`config.mk`:
```
export PLATFORM = sky130hd
export DESIGN_NAME = fetch_ctrl_flat
export DESIGN_NICKNAME = d
export VERILOG_FILES = /design/src/rtl/fetch_if.sv /design/src/rtl/fetch_ctrl.sv /design/src/flat_wrapper.sv
export SDC_FILE = /design/constraint.sdc
export NUM_CORES = 1
export LEC_CHECK = 0
export CAP_MARGIN = 0
export CORE_MARGIN = 10
export CORE_UTILIZATION = 40
export DETAILED_ROUTE_END_ITERATION = 7
export PLACE_DENSITY = 0.84
export SLEW_MARGIN = 20
export SYNTH_ARGS = -nofsm -noshare
export SYNTH_HDL_FRONTEND = slang
export SYNTH_SLANG_ARGS = --single-unit
```
`constraint.sdc`:
```
create_clock -name clk -period 4.45 [get_ports clk]
set_input_delay 0.89 -clock clk [delete_from_list [all_inputs] [get_ports clk]]
set_output_delay 0.89 -clock clk [all_outputs]
set_load 0.01 [all_outputs]
```
`src/rtl/fetch_if.sv`:
```
// Fetch controller bus: PC control, instruction memory port
// and IF/ID output buffer signals.
interface fetch_if;
  logic [31:0] pc;
  logic [31:0] next_pc;
  logic        pc_en;
  logic        stall_i;
  logic        redirect_valid;
  logic [31:0] redirect_pc;
  logic        trap_valid;
  logic [31:0] trap_pc;
  logic        imem_req;
  logic [31:0] imem_addr;
  logic        imem_gnt;
  logic        imem_rvalid;
  logic [31:0] imem_rdata;
  logic        if_valid;
  logic [31:0] if_pc;
  logic [31:0] if_instr;
  logic        if_ready;

  modport master (
    input  pc, stall_i,
    input  redirect_valid, redirect_pc,
    input  trap_valid, trap_pc,
    input  imem_gnt, imem_rvalid, imem_rdata,
    input  if_ready,
    output next_pc, pc_en,
    output imem_req, imem_addr,
    output if_valid, if_pc, if_instr
  );

  modport slave (
    output pc, stall_i,
    output redirect_valid, redirect_pc,
    output trap_valid, trap_pc,
    output imem_gnt, imem_rvalid, imem_rdata,
    output if_ready,
    input  next_pc, pc_en,
    input  imem_req, imem_addr,
    input  if_valid, if_pc, if_instr
  );
endinterface

```
`src/rtl/fetch_ctrl.sv`:
```
// Fetch-stage controller: PC advance, single-outstanding imem
// fetch, redirect handling and one-entry IF/ID buffer.
module fetch_ctrl #(
  parameter logic [31:0] NOP_INSTR = 32'h00000013
) (
  input logic      clk,
  input logic      rst,
  fetch_if.master  bus
);

  typedef enum logic [1:0] {IDLE, REQ, WAIT} state_t;

  state_t      state;
  logic        drop;
  logic [31:0] req_pc;
  logic        redir;
  logic        buf_ok;
  logic        fire;
  logic        load;
  logic [31:0] tgt_raw;
  logic [31:0] tgt;

  assign redir   = bus.trap_valid | bus.redirect_valid;
  assign tgt_raw = bus.trap_valid ? bus.trap_pc
                                  : bus.redirect_pc;
  assign tgt     = tgt_raw & ~32'd3;
  assign buf_ok  = !bus.if_valid | bus.if_ready;

  assign bus.imem_req  = (state == REQ) & !bus.stall_i
                       & buf_ok & !redir;
  assign bus.imem_addr = bus.pc;

  assign fire = bus.imem_req & bus.imem_gnt;
  assign load = (state == WAIT) & bus.imem_rvalid
              & !drop & !redir;

  always_comb begin
    bus.pc_en   = redir | fire;
    bus.next_pc = redir ? tgt : bus.pc + 32'd4;
  end

  always_ff @(posedge clk or posedge rst) begin
    if (rst) begin
      state        <= IDLE;
      drop         <= 1'b0;
      req_pc       <= 32'd0;
      bus.if_valid <= 1'b0;
      bus.if_pc    <= 32'd0;
      bus.if_instr <= NOP_INSTR;
    end else begin
      unique case (state)
        IDLE: state <= REQ;
        REQ: begin
          if (fire) begin
            req_pc <= bus.pc;
            state  <= WAIT;
          end
        end
        WAIT: begin
          if (bus.imem_rvalid) begin
            drop  <= 1'b0;
            state <= REQ;
          end else if (redir) begin
            drop  <= 1'b1;
          end
        end
        default: state <= IDLE;
      endcase

      // flush beats reload, reload beats consume
      if (redir) begin
        bus.if_valid <= 1'b0;
        bus.if_instr <= NOP_INSTR;
      end else if (load) begin
        bus.if_valid <= 1'b1;
        bus.if_pc    <= req_pc;
        bus.if_instr <= bus.imem_rdata;
      end else if (bus.if_valid & bus.if_ready) begin
        bus.if_valid <= 1'b0;
        bus.if_instr <= NOP_INSTR;
      end
    end
  end

endmodule

```
`src/flat_wrapper.sv`:
```
// flat-port wrapper written by rule: the top's interface ports become plain ports
module fetch_ctrl_flat 
#(
  parameter logic [31:0] NOP_INSTR = 32'h00000013
)
  (clk, rst, bus_pc, bus_stall_i, bus_redirect_valid, bus_redirect_pc, bus_trap_valid, bus_trap_pc, bus_imem_gnt, bus_imem_rvalid, bus_imem_rdata, bus_if_ready, bus_next_pc, bus_pc_en, bus_imem_req, bus_imem_addr, bus_if_valid, bus_if_pc, bus_if_instr);
  fetch_if bus_i ();
  input logic clk;
  input logic rst;
  input wire logic [$bits(bus_i.pc)-1:0] bus_pc;
  input wire logic [$bits(bus_i.stall_i)-1:0] bus_stall_i;
  input wire logic [$bits(bus_i.redirect_valid)-1:0] bus_redirect_valid;
  input wire logic [$bits(bus_i.redirect_pc)-1:0] bus_redirect_pc;
  input wire logic [$bits(bus_i.trap_valid)-1:0] bus_trap_valid;
  input wire logic [$bits(bus_i.trap_pc)-1:0] bus_trap_pc;
  input wire logic [$bits(bus_i.imem_gnt)-1:0] bus_imem_gnt;
  input wire logic [$bits(bus_i.imem_rvalid)-1:0] bus_imem_rvalid;
  input wire logic [$bits(bus_i.imem_rdata)-1:0] bus_imem_rdata;
  input wire logic [$bits(bus_i.if_ready)-1:0] bus_if_ready;
  output wire logic [$bits(bus_i.next_pc)-1:0] bus_next_pc;
  output wire logic [$bits(bus_i.pc_en)-1:0] bus_pc_en;
  output wire logic [$bits(bus_i.imem_req)-1:0] bus_imem_req;
  output wire logic [$bits(bus_i.imem_addr)-1:0] bus_imem_addr;
  output wire logic [$bits(bus_i.if_valid)-1:0] bus_if_valid;
  output wire logic [$bits(bus_i.if_pc)-1:0] bus_if_pc;
  output wire logic [$bits(bus_i.if_instr)-1:0] bus_if_instr;
  assign bus_i.pc = bus_pc;
  assign bus_i.stall_i = bus_stall_i;
  assign bus_i.redirect_valid = bus_redirect_valid;
  assign bus_i.redirect_pc = bus_redirect_pc;
  assign bus_i.trap_valid = bus_trap_valid;
  assign bus_i.trap_pc = bus_trap_pc;
  assign bus_i.imem_gnt = bus_imem_gnt;
  assign bus_i.imem_rvalid = bus_imem_rvalid;
  assign bus_i.imem_rdata = bus_imem_rdata;
  assign bus_i.if_ready = bus_if_ready;
  assign bus_next_pc = bus_i.next_pc;
  assign bus_pc_en = bus_i.pc_en;
  assign bus_imem_req = bus_i.imem_req;
  assign bus_imem_addr = bus_i.imem_addr;
  assign bus_if_valid = bus_i.if_valid;
  assign bus_if_pc = bus_i.if_pc;
  assign bus_if_instr = bus_i.if_instr;
  fetch_ctrl #(.NOP_INSTR(NOP_INSTR)) u_core (.clk(clk), .rst(rst), .bus(bus_i));
endmodule
```
==> run_results.csv <==
group,metric,value,unit
status,outcome,"completed",
clock_tree,cts_inserted_buffers,9,
pwr,p_leak,3.52,nW
sta,max-slew-margin-rel,31.9,%
sta,fin_setup_tns,0,ps
synthesis,syn_inst,467,
synthesis,synth_compound_area_share,12.6,%
setup_path,ff2ff_path_depth,6,
die,die_w,134,µm
sta,hold_violations,0,
setup_path,r2r-start,"u_core.state[1]",
route,dr.pass1.iters,4,
place,place_inst,880,
sta,final_max_slew_viol_count,0,
route,vias,4644,
pwr,internal_power,1.69,mW
sta,holdWs,472,ps
final_layout,final_cells,897,
route,wirelength,18.4,mm
place,dp_hpwl,14.5,mm
sta,worstMarginPinSlew,1020,ps
place,placed_area,7950,µm²
clock_tree,cts-hold-fix-buffers,0,
clock_tree,clk_pin_slew,70,ps
job,maxCapViolCount,0,
setup_path,crit_type,"primary input to output pin",
die,io_pins,267,
route,drcViolationCount,0,
route,post_drt_wl_per_cell,20.6,µm
synthesis,synth_top_family_by_area,"multiplexers",
pwr,p_clk_share,33.6,%
setup_path,required,3560,ps
setup_path,startpoint_type,"primary input",
setup_path,end_kind,"output pin",
pwr,vdd_drop_max,0.262,mV
final_layout,syn2layout_area_growth,60.0,%
final_layout,layout_common_cells,"clkdlybuf4s50_1 (260), dfrtp_1 (97), mux2_2 (63), buf_4 (38), a22o_1 (30)",
clock_tree,clockBufferDepth,2,
min_path,holdPathEnd,"u_core.state[0]",
synthesis,synth.area.top_cells,"dfrtp_1 (47%), mux2_2 (14%), a22o_1 (5.1%), buf_4 (4.7%), xor2_1 (3.1%)",
pwr,sw_frac_of_total,26.2,%
synthesis,syn-cell-area,5160,µm²
sta,rsz0062_at_grt,"false",
grt,grt_max_degree,101,
clock_tree,clock_latency,350,ps
sta,skew,7.68,ps
die,die_y,134,µm
min_path,worstHoldStart,"u_core.state[0]",
clock_tree,cts_tree,"done",
final_layout,antenna_cells,0,
final_layout,nNetsFinal,857,
setup_path,r2r-end,"u_core.bus.if_instr[8]",
pwr,p_switching,0.597,mW
sta,post-route-period-util,94.5,%
min_path,whs_path_depth,1,
synthesis,ys_seq_area_share,48.5,%
pwr,power_frac_comb,21.4,%
synthesis,yosys.area.top_type,"dfrtp_1",
die,core,12600,µm²
clock_tree,cts-root-buf,"clkbuf_16",
synthesis,yosys.area_share.xor_xnor,4.07,%
final_layout,layout_commonest_cell,"clkdlybuf4s50_1",
pwr,seqPwrFrac,45.0,%
route,vias_per_cell,5.18,
grt,grt_pass1_vias,5073,
synthesis,synth_top_cell_area_share,47.0,%
grt,overflow,0,
synthesis,synth_fa_ha_area_share,0.242,%
final_layout,drive_above_1_share,19.0,%
place,gp_congestion,0.839,
final_layout,finish.instance_area,8260,µm²
sta,setup_viol,0,
min_path,min_path_type,"register to register",
place,port_buffers,262,
die,initial_core_util,40.9,%
synthesis,yosysUniqueCellTypes,46,
sta,clock.fmax,0.238,GHz
synthesis,yosysWarnings,0,
synthesis,ys_ff_latch,100,
synthesis,synthSimpleGateAreaFrac,12.2,%
route,drtIter0Drc,216,
synthesis,syn_avg_cell_area,11.1,µm²
sta,finalCriticalPeriod,4200,ps
die,die_area,17900,µm²
synthesis,muxShareOfSynthArea,15.1,%
grt,grt_pass1_wl,28.4,mm
route,detail-route-antenna-nets,0,
die,rows,41,
pwr,power_density,276,nW/µm²
setup_path,critical_path_arrival,3310,ps
setup_path,reg2reg_slack,2130,ps
clock_tree,htree_num_levels,3,
synthesis,synth_fp_nets,604,
grt,grt_use_total,20.1,%
grt,antenna_found_initial,0,
clock_tree,cts_num_sinks,100,
setup_path,crit_path_max_fanout,7,
-- sequential cells by signal, indices dropped and copies added (netlist names) --
name / count
u_core.bus.if_instr: 32
u_core.bus.if_pc: 32
u_core.req_pc: 32
u_core.state: 2
u_core.bus.if_valid: 1
u_core.drop: 1
-- cells in the mapped netlist, drive strengths merged --
cell type and number:
a22o 30, nor4 4, dfrtp 97, nand2b 2, or2 3, nor3b 1, nor2 14, xor2 18
clkbuf 18, o31a 1, nand3 16, mux2i 7, mux2 63, inv 5, nand2 25, nor2b 13
or4 1, a21oi 22, and2 3, a211oi 10, or3 4, o31ai 1, nor3 6, a21o 1
o21ai 19, clkinv 1, o22a 3, and3 7, xnor2 6, nand4 10, a31o 1, ha 1
dfstp 3, o22ai 5, and4 3, a22oi 2, buf 41
-- worst max path at each step --
stage	endpoint	cells after the start	slack [ps]	start
finish	bus_next_pc[20]	10	250	bus_pc[2]
global placement	bus_next_pc[26]	8	20	bus_pc[2]
detailed placement	bus_next_pc[26]	8	-6	bus_pc[2]
global route	bus_next_pc[20]	10	110	bus_pc[3]
floorplan	u_core.bus.if_instr[10]	1	950	rst
CTS	bus_next_pc[26]	8	20	bus_pc[2]
-- per-stage QoR --
step	util (%)	setup slack [ps]	total power [mW]
global placement	63.0	19.8	1.52
floorplan	-	946	1.24
detailed placement	63.0	-6.06	1.54
CTS	65.3	15.9	2.31
global route	65.5	108	2.38
finish	65.5	247	2.28
-- cells by family after synthesis --
| kind of cell | after synthesis |
|---|---|
| XOR/XNOR | 24 |
| adder cells (fa/ha/maj) | 1 |
| buffers and inverters | 65 |
| flip-flops | 100 |
| multiplexers | 70 |
| AO/OA/AOI/OAI | 95 |
| AND/OR/NAND/NOR | 112 |
-- critical path, cell delays in order --
cell and delay [ps]:
clkdlybuf4s50_1 490, ha_2 220, nand3_2 100, buf_4 160
nor3_1 180, buf_4 190, a21o_1 110, a21oi_1 100
o31ai_1 250, clkdlybuf4s50_1 610
-- metal layers --
metal  share of wire, %  GRT usage [%]  vias to the layer above
li1                   -              -                     2168
met2                 51           34.9                      177
met4                1.6           6.05                        0
met1                 39           22.6                     2276
met5                  0              0                        -
met3                7.7           6.95                       23
-- power by group through the flow --
| stage | Sequential [mW] | Combinational [mW] | Clock [mW] |
|---|---|---|---|
| CTS | 1.03 | 0.494 | 0.789 |
| finish | 1.03 | 0.488 | 0.768 |
| global route | 1.04 | 0.526 | 0.820 |
| detailed placement | 1.04 | 0.490 | 0 |
| floorplan | 1.04 | 0.208 | 0 |
| global placement | 1.04 | 0.479 | 0 |
-- layout make-up --
cell class | instances | area (µm²)
fill | 1000 | 4360
timing repair buffer | 301 | 2930
sequential | 100 | 2510
multi-input combinational | 302 | 2290
clock buffer | 10 | 239
tap | 172 | 215
clock inverter | 6 | 56.3
inverter | 6 | 25.0
-- repair_timing --
action                     4_1_cts  5_1_grt
gates resized for setup          1        2
pin swaps                        0        1
setup buffers                    0        1
setup endpoints to repair        1        8
No activity file was read; power rests on OpenSTA's default activity.
